`config.mk`:
```
export PLATFORM = sky130hd
export DESIGN_NAME = regfile_wr_sched
export DESIGN_NICKNAME = d
export VERILOG_FILES = /design/src/rtl/regfile_wr_sched.sv
export SDC_FILE = /design/constraint.sdc
export NUM_CORES = 1
export LEC_CHECK = 0
export BUFFER_PORTS_ARGS = -buffer_cell sky130_fd_sc_hd__buf_2
export CAP_MARGIN = 20
export CORE_MARGIN = 1.5
export CORE_UTILIZATION = 46
export DETAILED_ROUTE_END_ITERATION = 6
export PLACE_DENSITY = 0.83
export SETUP_SLACK_MARGIN = 0.3
export SYNTH_ARGS = -nofsm -noshare
export SYNTH_HDL_FRONTEND = slang
export SYNTH_SLANG_ARGS = --single-unit
```
`constraint.sdc`:
```
create_clock -name clk -period 2 [get_ports clk]
set_input_delay 0.3 -clock clk [delete_from_list [all_inputs] [get_ports clk]]
set_output_delay 0.3 -clock clk [all_outputs]
set_load 0.01 [all_outputs]
```
`src/rtl/regfile_wr_sched.sv`:
```
// Write-port scheduler: two writeback requesters share one bank write port.
// Define WRSCHED_RR_EN for round-robin arbitration; otherwise requester 0 has fixed priority.
module regfile_wr_sched #(
  parameter  int DW   = 9,
  parameter  int AW   = 3,
  localparam int NREG = 1 << AW
) (
  input  logic            clk,
  input  logic            reset,
  input  logic            hold,
  input  logic            req0,
  input  logic [AW-1:0]   addr0,
  input  logic [DW-1:0]   data0,
  input  logic            req1,
  input  logic [AW-1:0]   addr1,
  input  logic [DW-1:0]   data1,
  output logic            gnt0,
  output logic            gnt1,
  output logic            regWrite,
  output logic [NREG-1:0] decOut,
  output logic [DW-1:0]   writeData
);

  logic            w_gnt0;
  logic            w_gnt1;
  logic            r_reg_write;
  logic [NREG-1:0] r_dec_out;
  logic [DW-1:0]   r_write_data;

`ifdef WRSCHED_RR_EN
  logic r_prio;

  // Priority only matters under contention; an idle rival never blocks a grant.
  assign w_gnt0 = req0 & ~hold & ~reset & (~r_prio | ~req1);
  assign w_gnt1 = req1 & ~hold & ~reset & ( r_prio | ~req0);

  always_ff @(posedge clk) begin
    if (reset) begin
      r_prio <= 1'b0;
    end else if (w_gnt0) begin
      r_prio <= 1'b1;
    end else if (w_gnt1) begin
      r_prio <= 1'b0;
    end
  end
`else
  assign w_gnt0 = req0 & ~hold & ~reset;
  assign w_gnt1 = req1 & ~req0 & ~hold & ~reset;
`endif

  always_ff @(posedge clk) begin
    if (reset) begin
      r_reg_write  <= 1'b0;
      r_dec_out    <= '0;
      r_write_data <= '0;
    end else if (w_gnt0) begin
      r_reg_write  <= 1'b1;
      r_dec_out    <= NREG'(1) << addr0;
      r_write_data <= data0;
    end else if (w_gnt1) begin
      r_reg_write  <= 1'b1;
      r_dec_out    <= NREG'(1) << addr1;
      r_write_data <= data1;
    end else begin
      r_reg_write  <= 1'b0;
      r_dec_out    <= '0;
    end
  end

  assign gnt0      = w_gnt0;
  assign gnt1      = w_gnt1;
  assign regWrite  = r_reg_write;
  assign decOut    = r_dec_out;
  assign writeData = r_write_data;

endmodule

```
==> impl_metrics.py <==
metrics = {
    "setup_path": {
        "worstSetupPathType": "in -> out",
        "rr_worst_depth": 2,
        "cpMaxStageDelayCell": "or4b_4",
        "crit_chain": "buf_2 -> or4b_4 -> inv_1 -> buf_2",
        "cp_common_cell": "buf_2",
        "max_stage_delay_ns": 0.56,
        "r2r_start": "writeData[3]",
        "setup.worst_path.end": "gnt1",
        "worstPathRequired_ns": 1.70,
        "crit_path_start": "req1",
        "arrival_ns": 1.24,
        "worstSetupStartpointType": "input pin",
        "rrSetupSlack_ns": 1.12,
        "r2r_end": "writeData[3]",
        "end_kind": "primary output",
        "crit_fanout": 11,
    },
    "timing": {
        "finalCriticalPeriod_ns": 1.54,
        "rsz0062_at_grt": "false",
        "whs_ns": 0.333,
        "worstMarginPinSlew_ns": 0.371,
        "min_period_over_period_pct": 76.9,
        "skew_ns": 0,
        "drv_slew": 0,
        "final-hold-violation-count": 0,
        "finalSetupTns_ns": 0,
        "maxSlewHeadroom_pct": 74.7,
        "setup_viol": 0,
        "setup_ws_ns": 0.463,
        "fmax_ghz": 0.650,
    },
    "grt": {
        "grt_max_degree": 23,
        "grt_pass1_vias": 719,
        "antenna_found_initial": 0,
        "grt_pass1_wl_mm": 2.99,
        "grt.total_usage_pct": 19.5,
        "gr-total-overflow": 0,
    },
    "pwr": {
        "ir_drop_uv": 362,
        "leakage_nw": 0.505,
        "p_per_area_mw_per_mm2": 634,
    },
    "floorplan": {
        "ios": 49,
        "die_x_um": 46.4,
        "core_area_mm2": 0.00175,
        "start_util_pct": 49.7,
        "die_y_um": 46.4,
        "die_area_mm2": 0.00215,
        "std_cell_rows": 15,
    },
    "logic_synthesis": {
        "yosys_warnings": 0,
        "syn_area_um2": 867,
        "synthCells": 88,
        "synth_seq_area_share_pct": 41.6,
        "ys_ff_latch": 18,
        "syn-num-nets": 117,
        "ys_types": 21,
        "syn-mean-instance-area_um2": 9.85,
    },
    "detailed_routing": {
        "num_vias": 847,
        "dr.first_iter.drc_count": 6,
        "ant_nets": 0,
        "wire_per_inst_um": 12.5,
        "drc": 0,
        "first_pass_iters": 4,
        "vias_per_cell": 5.26,
        "routed_wl_mm": 2.01,
    },
    "placed_design": {
        "gp_congestion": 0.828,
        "post-dp-hpwl_mm": 1.48,
        "dp_slack_ns": 0.351,
        "portBuffers": 48,
    },
    "hold_path": {
        "min_from": "addr0[2]",
        "hp-class": "in -> reg",
    },
    "finish": {
        "multi_input_area_um2": 440,
        "diodes": 0,
        "fillers": 155,
        "final_nets": 166,
        "synthToLayoutAreaGrowth_pct": 34.8,
        "seqCellArea_um2": 360,
        "drive_above_1_share_pct": 45.6,
    },
    "cts": {
        "post_cts_buffers": 0,
        "cts_num_sinks": 18,
        "path_clk_slew_ns": 0.10,
        "cts_hold_buf": 0,
        "clock-root-buffer": "clkbuf_4",
        "htree_levels": 1,
        "cts.path.max_buffers": 2,
        "clkLatencyLatePin_ns": 0.29,
        "postCtsResizedCells": 0,
        "cts_tree": "done",
        "numCtsBuffers": 3,
    },
    "job": {
        "maxCapViolations": 0,
    },
    "run_status": {
        "status": "complete, no violations",
    },
}
## registers in the layout, indices dropped and copies added, names as in the netlist
name       cells
writeData      9
decOut         8
regWrite       1
## metrics by stage
step / cells / util (%) / cell area (um2) / power, W
after floorplan: 88 / - / 867 / 0.000461
after global placement: 157 / 64.7 / 1130 / 0.000523
after detailed placement: 157 / 64.7 / 1130 / 0.000526
after CTS: 161 / 66.7 / 1160 / 0.000745
after global routing: 161 / 67.0 / 1170 / 0.000777
final: 161 / 67.0 / 1170 / 0.000741
## cell families after synthesis
kind of cell	share of synthesized area, %
AND/OR/NAND/NOR	30.9
flip-flops	41.6
buffers and inverters	8.08
AO/OA/AOI/OAI	19.5
## worst max-delay path, delay by kind of cell
kind | cells | cell delay, ns
AND/OR/NAND/NOR | 1 | 0.56
buffers and inverters | 3 | 0.37
## area by class of cell
type / count / share of cell area (%)
well taps: 25 / 2.68
clock buffers: 4 / 3.10
inverters: 10 / 3.21
repair buffers: 51 / 22.5
multi-input cells: 53 / 37.7
flip-flops and latches: 18 / 30.8
## power breakdown
part | internal, W | switching (W) | leakage, nW
registers | 0.000376 | 0.00000771 | 0.148
clock network | 0.000111 | 0.000111 | 0.0210
logic | 0.0000652 | 0.0000695 | 0.336
total | 0.000553 | 0.000189 | 0.505
## cell usage in the layout (no fill, tap or decap)
cell type / n
or4b_4: 1
or2_2: 1
or4bb_1: 1
or4b_1: 1
a2111oi_0: 9
clkbuf_8: 1
nor3b_1: 10
nor2_1: 1
dfxtp_1: 18
or3b_2: 3
o22ai_1: 7
nand3_1: 1
o32ai_4: 1
nand2_1: 2
o21bai_4: 1
buf_4: 3
nand3b_1: 2
clkbuf_4: 3
nand2b_1: 2
or3_1: 1
inv_1: 10
buf_2: 48
nor4b_1: 9
## synthesized netlist by cell type, drive strengths merged
cell type  number  area [um2]
a2111oi         9        78.8
buf             3        17.5
clkbuf          4        15.0
dfxtp          18         360
inv            10        37.5
nand2           2        7.51
nand2b          2        12.5
nand3           1        5.00
nand3b          2        15.0
nor2            1        3.75
nor3b          10        75.1
nor4b           9        78.8
o21bai          1        18.8
o22ai           7        43.8
o32ai           1        27.5
or2             1        6.26
or3             1        6.26
or3b            3        26.3
or4b            2        20.0
or4bb           1        11.3
## how the worst min path moves through the flow
stage	endpoint	depth (start not counted)
6_report	decOut[2]	3
3_5_place_dp	writeData[7]	2
2_1_floorplan	writeData[0]	1
5_1_grt	decOut[2]	3
4_1_cts	decOut[5]	2
3_3_place_gp	writeData[7]	2
## per-layer routing
layer	vias to the layer above	track usage, %	routed length [um]
met1	381	22.2	882
met4	0	6.86	15
met3	2	3.92	119
li1	429	-	-
met5	-	0	0
met2	35	35.3	989
Note: power is estimated with default switching activity, not from simulation.
